===== src/rtl/cpu_pkg.sv =====
// ---------------------------------------------------------------------------
// cpu_pkg
//   Constants shared by the pipelined core's front-end and datapath.
//   XLEN          : address / instruction word width
//   RESET_VECTOR  : address fetched first after reset
//   INSTR_NOP     : canonical NOP encoding (addi x0, x0, 0)
//   PC_INCR       : sequential fetch stride in bytes
// ---------------------------------------------------------------------------
package cpu_pkg;

    localparam int          XLEN         = 32;
    localparam logic [31:0] RESET_VECTOR = 32'h0000_0000;
    localparam logic [31:0] INSTR_NOP    = 32'h0000_0013;
    localparam int          PC_INCR      = 4;

endpackage : cpu_pkg


===== src/rtl/instr_prefetch_unit_fifo.sv =====
// ---------------------------------------------------------------------------
// prefetch_fifo
//   Synchronous FIFO of {pc, instr} pairs with a single-cycle flush.
//   The head entry is presented combinationally from the storage array, so an
//   entry pushed on one edge is visible at the head right after that edge.
//
// Ports
//   clk_i          in   clock, rising edge
//   rst_i          in   synchronous active-high reset (empties the FIFO)
//   flush_i        in   empty the FIFO on this edge (push/pop ignored)
//   push_i         in   write {push_pc_i, push_instr_i}; ignored when full
//   push_pc_i      in   XLEN pc of the pushed entry
//   push_instr_i   in   XLEN instruction of the pushed entry
//   pop_i          in   drop the head entry; ignored when empty
//   valid_o        out  FIFO not empty
//   head_pc_o      out  pc of head entry (0 when empty)
//   head_instr_o   out  instruction of head entry (0 when empty)
//   level_o        out  occupancy, 0..DEPTH
// ---------------------------------------------------------------------------
module prefetch_fifo #(
    parameter int XLEN  = 32,
    parameter int DEPTH = 4,
    localparam int PW   = $clog2(DEPTH),
    localparam int LW   = $clog2(DEPTH + 1)
) (
    input  logic            clk_i,
    input  logic            rst_i,
    input  logic            flush_i,
    input  logic            push_i,
    input  logic [XLEN-1:0] push_pc_i,
    input  logic [XLEN-1:0] push_instr_i,
    input  logic            pop_i,
    output logic            valid_o,
    output logic [XLEN-1:0] head_pc_o,
    output logic [XLEN-1:0] head_instr_o,
    output logic [LW-1:0]   level_o
);

    logic [XLEN-1:0] r_pc_mem    [DEPTH];
    logic [XLEN-1:0] r_instr_mem [DEPTH];
    logic [PW-1:0]   r_wr_ptr;
    logic [PW-1:0]   r_rd_ptr;
    logic [LW-1:0]   r_level;

    logic w_not_full;
    logic w_not_empty;
    logic w_do_push;
    logic w_do_pop;

    assign w_not_full  = (r_level != LW'(DEPTH));
    assign w_not_empty = (r_level != '0);
    assign w_do_push   = push_i & w_not_full;
    assign w_do_pop    = pop_i & w_not_empty;

    // Storage carries no reset: pointers and level define what is live.
    always_ff @(posedge clk_i) begin
        if (w_do_push) begin
            r_pc_mem[r_wr_ptr]    <= push_pc_i;
            r_instr_mem[r_wr_ptr] <= push_instr_i;
        end
    end

    // Pointers are power-of-two sized and wrap naturally; the separate level
    // counter disambiguates full from empty.
    always_ff @(posedge clk_i) begin
        if (rst_i || flush_i) begin
            r_wr_ptr <= '0;
            r_rd_ptr <= '0;
            r_level  <= '0;
        end else begin
            if (w_do_push) begin
                r_wr_ptr <= r_wr_ptr + PW'(1);
            end
            if (w_do_pop) begin
                r_rd_ptr <= r_rd_ptr + PW'(1);
            end
            unique case ({w_do_push, w_do_pop})
                2'b10:   r_level <= r_level + LW'(1);
                2'b01:   r_level <= r_level - LW'(1);
                default: r_level <= r_level;
            endcase
        end
    end

    // Head reads as zero when empty so stale RAM contents never leak out.
    assign valid_o      = w_not_empty;
    assign head_pc_o    = w_not_empty ? r_pc_mem[r_rd_ptr]    : '0;
    assign head_instr_o = w_not_empty ? r_instr_mem[r_rd_ptr] : '0;
    assign level_o      = r_level;

endmodule : prefetch_fifo


===== src/rtl/instr_prefetch_unit.sv =====
// ---------------------------------------------------------------------------
// instr_prefetch_unit
//   Fetch front-end: issues sequential instruction-memory reads into a
//   DEPTH-entry prefetch queue and hands {pc, instr} to decode.
//
//   Handshakes: a transfer happens on a rising edge when the producer's valid
//   (or rd) and the consumer's ready are both high in that cycle. Memory side:
//   instr_mem_rd_o & instr_mem_ready_i, data valid in the same cycle. Decode
//   side: instr_valid_o & instr_ready_i. A redirect flushes the queue and
//   restarts fetch at the target; no fetch is issued in the redirect cycle.
//
// Ports
//   clk_i              in   clock
//   rst_i              in   synchronous active-high reset
//   instr_mem_addr_o   out  fetch address (word aligned)
//   instr_mem_rd_o     out  fetch request
//   instr_mem_ready_i  in   memory accepts request this cycle
//   instr_mem_data_i   in   instruction word at instr_mem_addr_o
//   redirect_i         in   flush and restart fetch
//   redirect_addr_i    in   restart target, bits [1:0] ignored
//   instr_valid_o      out  queue head valid
//   instr_ready_i      in   decode accepts head
//   instr_o            out  head instruction
//   instr_pc_o         out  head instruction address
//   level_o            out  queue occupancy
// ---------------------------------------------------------------------------
module instr_prefetch_unit #(
    parameter int               XLEN     = cpu_pkg::XLEN,
    parameter int               DEPTH    = 4,
    parameter logic [XLEN-1:0]  RESET_PC = XLEN'(cpu_pkg::RESET_VECTOR),
    localparam int              LW       = $clog2(DEPTH + 1)
) (
    input  logic            clk_i,
    input  logic            rst_i,
    output logic [XLEN-1:0] instr_mem_addr_o,
    output logic            instr_mem_rd_o,
    input  logic            instr_mem_ready_i,
    input  logic [XLEN-1:0] instr_mem_data_i,
    input  logic            redirect_i,
    input  logic [XLEN-1:0] redirect_addr_i,
    output logic            instr_valid_o,
    input  logic            instr_ready_i,
    output logic [XLEN-1:0] instr_o,
    output logic [XLEN-1:0] instr_pc_o,
    output logic [LW-1:0]   level_o
);

    import cpu_pkg::*;

    logic [XLEN-1:0] r_fetch_pc;
    logic [XLEN-1:0] w_redirect_pc;
    logic [LW-1:0]   w_level;
    logic            w_fifo_valid;
    logic            w_fetch_rd;
    logic            w_fetch_accept;
    logic            w_deq;

    assign w_redirect_pc = redirect_addr_i & ~XLEN'(3);

    // Full check uses the registered level only, so instr_ready_i has no
    // combinational path to the memory request.
    assign w_fetch_rd     = ~rst_i & ~redirect_i & (w_level != LW'(DEPTH));
    assign w_fetch_accept = w_fetch_rd & instr_mem_ready_i;
    assign w_deq          = w_fifo_valid & instr_ready_i;

    always_ff @(posedge clk_i) begin
        if (rst_i) begin
            r_fetch_pc <= RESET_PC;
        end else if (redirect_i) begin
            r_fetch_pc <= w_redirect_pc;
        end else if (w_fetch_accept) begin
            r_fetch_pc <= r_fetch_pc + XLEN'(PC_INCR);
        end
    end

    prefetch_fifo #(
        .XLEN  (XLEN),
        .DEPTH (DEPTH)
    ) u_fifo (
        .clk_i        (clk_i),
        .rst_i        (rst_i),
        .flush_i      (redirect_i),
        .push_i       (w_fetch_accept),
        .push_pc_i    (r_fetch_pc),
        .push_instr_i (instr_mem_data_i),
        .pop_i        (w_deq),
        .valid_o      (w_fifo_valid),
        .head_pc_o    (instr_pc_o),
        .head_instr_o (instr_o),
        .level_o      (w_level)
    );

    assign instr_mem_addr_o = r_fetch_pc;
    assign instr_mem_rd_o   = w_fetch_rd;
    assign instr_valid_o    = w_fifo_valid;
    assign level_o          = w_level;

endmodule : instr_prefetch_unit


===== config.mk =====
export PLATFORM = sky130hd
export DESIGN_NAME = instr_prefetch_unit
export DESIGN_NICKNAME = d
export VERILOG_FILES = /design/src/rtl/cpu_pkg.sv /design/src/rtl/instr_prefetch_unit_fifo.sv /design/src/rtl/instr_prefetch_unit.sv
export SDC_FILE = /design/constraint.sdc
export NUM_CORES = 1
export LEC_CHECK = 0
export CAP_MARGIN = 0
export CORE_ASPECT_RATIO = 1.75
export CORE_MARGIN = 10
export CORE_UTILIZATION = 30
export DETAILED_ROUTE_END_ITERATION = 12
export GPL_ROUTABILITY_DRIVEN = 0
export PLACE_DENSITY = 0.48
export REMOVE_ABC_BUFFERS = 1
export SLEW_MARGIN = 20
export SYNTH_ARGS = -nofsm -noshare
export SYNTH_HDL_FRONTEND = slang
export SYNTH_SLANG_ARGS = --single-unit

===== constraint.sdc =====
create_clock -name clk_i -period 3.7 [get_ports clk_i]
set_clock_uncertainty 0.05 [all_clocks]
set_input_delay 0.555 -clock clk_i [delete_from_list [all_inputs] [get_ports clk_i]]
set_output_delay 0.555 -clock clk_i [all_outputs]
set_load 0.01 [all_outputs]

==> results.py <==
metrics = {
    "clocking": {
        "clkSinkCount": 287,
        "clockBufferDepth": 3,
        "cts_made_buffers": 28,
        "cts_tree": "done",
        "post_cts.repair.setup_buffers": 0,
        "cts-root-buf": "clkbuf_16",
        "clk_pin_slew_worst_paths_ns": 0.06,
        "cts_resized": 0,
        "cts_hold_buf": 0,
        "clkLatencyLatePin_ns": 0.55,
        "htreeDepth": 1,
    },
    "die": {
        "die_x_um": 170,
        "die_h_um": 283,
        "initial_utilization_pct": 30.3,
        "top_level_ports": 170,
        "coreArea_mm2": 0.0392,
        "dieArea_mm2": 0.0482,
        "rows": 96,
    },
    "finish": {
        "multi_input_area_mm2": 0.00335,
        "drive_above_1_share_pct": 16.2,
        "final_cell_mix": "edfxtp_1 (248), clkdlybuf4s50_1 (163), and2_1 (67), mux4_2 (62), dfxtp_1 (37)",
        "seqCellArea_mm2": 0.00824,
        "nFillCells": 3641,
        "fin_nets": 943,
        "final_common_cell": "edfxtp_1",
        "synthToLayoutAreaGrowth_pct": 27.3,
        "fin_area_mm2": 0.0151,
        "antennaDiodeCount": 0,
    },
    "global_route": {
        "grt-ovfl-total": 0,
        "grt_max_degree": 63,
        "grt_usage_pct": 12.6,
        "grt_pass1_wl_um": 46000,
        "grt_pass1_vias": 7287,
        "antenna_found_initial": 1,
    },
    "detailed_routing": {
        "wirelength_um": 30500,
        "dr_total_vias": 6763,
        "firstDrtPassIters": 5,
        "wire_per_inst_um": 22.1,
        "first_iter_violations": 436,
        "post-route-drc-count": 0,
        "drtAntennaViolNets": 0,
        "vias_per_cell": 4.90,
    },
    "worst_hold_path": {
        "min_from": "u_fifo.r_wr_ptr[1]",
        "whs_endpoint": "u_fifo.r_wr_ptr[1]",
        "whs_path_depth": 2,
        "hp-class": "reg -> reg",
    },
    "setup_path": {
        "crit_path_end_kind": "output pin",
        "crit_required_ns": 3.09,
        "crit_arrival_ns": 2.69,
        "critPathSlowestCell": "dfxtp_4",
        "crit_type": "reg -> out",
        "path_buf_inv": 2,
        "crit_fanout": 25,
        "cp-start-kind": "flop",
        "reg2reg_slack_ns": 1.13,
        "worstPathCellList": "buf_12, mux4_2, and2_1, clkdlybuf4s50_1",
        "r2r-end": "u_fifo.level_o[2]",
        "reg2reg_from": "u_fifo.level_o[0]",
        "r2r.worst_path.cells": 8,
        "cp_top_family": "buffers and inverters",
        "cpPeakStageDelay_ns": 0.61,
    },
    "synth": {
        "muxShareOfSynthArea_pct": 11.8,
        "synthAdderAreaFrac_pct": 0.803,
        "synth_xor_area_share_pct": 0.813,
        "yosysSeqAreaShare_pct": 69.4,
        "avgSynthCellArea_um2": 17.0,
        "synth_enable_flop_cells": 248,
        "syn_inst": 695,
        "syn-cell-area_mm2": 0.0118,
        "synth_cell_types": 60,
        "synth_top_family_by_area": "multiplexers",
        "ys_async_sr_fraction_pct": 0,
        "synth_compound_area_share_pct": 4.29,
        "ys_top_cells_by_area": "edfxtp_1 (63%), mux4_2 (12%), dfxtp_1 (6.6%), and2_1 (3.7%), nor2_1 (1.1%)",
        "synth_ff_type": "edfxtp_1",
        "yosysTopAreaCell": "edfxtp_1",
        "synth_seq_cells": 287,
        "yosysTopAreaCellShare_pct": 62.9,
        "synth_warnings": 0,
        "yosys.area_share.simple_pct": 10.3,
    },
    "timing": {
        "setup_viol": 0,
        "finalHoldViolations": 0,
        "post-route-min-period_ns": 3.30,
        "fmax_ghz": 0.303,
        "finalSetupTns_ns": 0,
        "finalCritPeriodShare_pct": 89.2,
        "relSlewSlack_pct": 60.2,
        "worst_pin_slew_ns": 0.597,
        "rsz0062_at_grt": "false",
        "maxSlewViolCount": 0,
    },
    "outcome": {
        "status": "complete, no violations",
    },
    "flow_run": {
        "drv_cap": 0,
    },
    "place": {
        "dp_hpwl_um": 19400,
        "postPlaceCellArea_mm2": 0.0142,
        "io_buffers": 163,
    },
    "pwr": {
        "peakVddDrop_mv": 0.226,
        "p_leak_nw": 4.74,
        "p_per_area_mw_per_mm2": 455,
    },
}
## Yosys cell counts (2+ instances only)
| library cell | count |
|---|---|
| edfxtp_1 | 248 |
| and2_1 | 71 |
| mux4_2 | 62 |
| dfxtp_1 | 39 |
| nor2_1 | 35 |
| clkbuf_1 | 24 |
| nand2_1 | 22 |
| nand3_1 | 17 |
| a311oi_1 | 10 |
| inv_1 | 10 |
| buf_2 | 9 |
| o31ai_1 | 9 |
| or3_1 | 8 |
| xor2_1 | 8 |
| a211oi_1 | 7 |
| nand4_1 | 7 |
| nor4_1 | 7 |
| or4_1 | 7 |
| buf_6 | 6 |
| ha_1 | 6 |
| o21ai_0 | 6 |
| and3_1 | 5 |
| and4_1 | 5 |
| nor2b_1 | 5 |
| a21oi_1 | 4 |
| buf_4 | 4 |
| a2111oi_1 | 3 |
| a31oi_1 | 3 |
| and4_4 | 3 |
| nand2b_1 | 3 |
| o311a_1 | 3 |
| o41a_1 | 3 |
| xnor2_1 | 3 |
| nand4_4 | 2 |
| nor3b_1 | 2 |
| o2111a_1 | 2 |
| o21a_1 | 2 |
| o21ai_1 | 2 |
| o221ai_1 | 2 |
## how the worst max path moves through the flow
| stage | from | to | cells past startpoint |
|---|---|---|---|
| 6_report | flop | instr_o[13] | 4 |
| 3_3_place_gp | rst_i | u_fifo.r_instr_mem[0][27] | 6 |
| 5_1_grt | flop | instr_o[20] | 4 |
| 4_1_cts | flop | instr_o[13] | 4 |
| 3_5_place_dp | rst_i | u_fifo.r_instr_mem[0][27] | 6 |
| 2_1_floorplan | flop | instr_o[0] | 2 |
## power by group
group / internal (W) / leakage [nW] / total (W) / switching [W]
clock network: 0.00163 / 0.444 / 0.00284 / 0.00121
registers: 0.00357 / 2.61 / 0.00364 / 0.0000700
logic: 0.000201 / 1.69 / 0.000372 / 0.000170
total: 0.00541 / 4.74 / 0.00686 / 0.00145
## cell families after synthesis
kind of cell,after synthesis
AO/OA/AOI/OAI,63
XOR/XNOR,11
adder cells (fa/ha/maj),7
buffers and inverters,56
flip-flops,287
multiplexers,62
other,1
AND/OR/NAND/NOR,208
## worst register-to-register path, delay by kind of cell (launching register included)
family	cells	cell delay, ns
xor+xnor	1	0.15
fa+ha+maj	2	0.57
buf+inv	1	0.06
simple gates	3	1.06
flops	1	0.47
compound gates	1	0.13
## routing by layer
metal  wire length [um]  GRT usage, %  vias up
met5                  0             0        -
li1                   -             -     3092
met3               1720          2.44       38
met2              16000          22.5      180
met1              12200          14.9     3453
met4                580          3.59        0
## area by class of cell
class / instances / share of cell area (%)
Sequential cell: 287 / 54.6
Multi-Input combinational cell: 355 / 22.2
Timing Repair Buffer: 184 / 12.8
Clock buffer: 30 / 4.84
Tap cell: 490 / 4.07
Clock inverter: 22 / 1.25
Inverter: 11 / 0.274
## sequential cells by signal, summed over array words and instances (netlist names), named ones only
name / cells
instr_mem_addr_o: 30
u_fifo.level_o: 3
u_fifo.r_rd_ptr: 2
u_fifo.r_pc_mem: 120
u_fifo.r_instr_mem: 128
u_fifo.r_wr_ptr: 2
## stage by stage
| step | hold WS (ns) | total power [W] | utilization, % | instances | setup slack, ns |
|---|---|---|---|---|---|
| 5_1_grt | 0.485 | 0.00710 | 38.5 | 1379 | 0.236 |
| 3_3_place_gp | 0.439 | 0.00409 | 36.2 | 1327 | 0.794 |
| 2_1_floorplan | 0.419 | 0.00383 | - | 653 | -0.389 |
| 3_5_place_dp | 0.449 | 0.00409 | 36.2 | 1327 | 0.792 |
| 4_1_cts | 0.458 | 0.00698 | 38.5 | 1379 | 0.296 |
| 6_report | 0.455 | 0.00686 | 38.5 | 1379 | 0.400 |
Note: power is estimated with default switching activity, not from simulation.
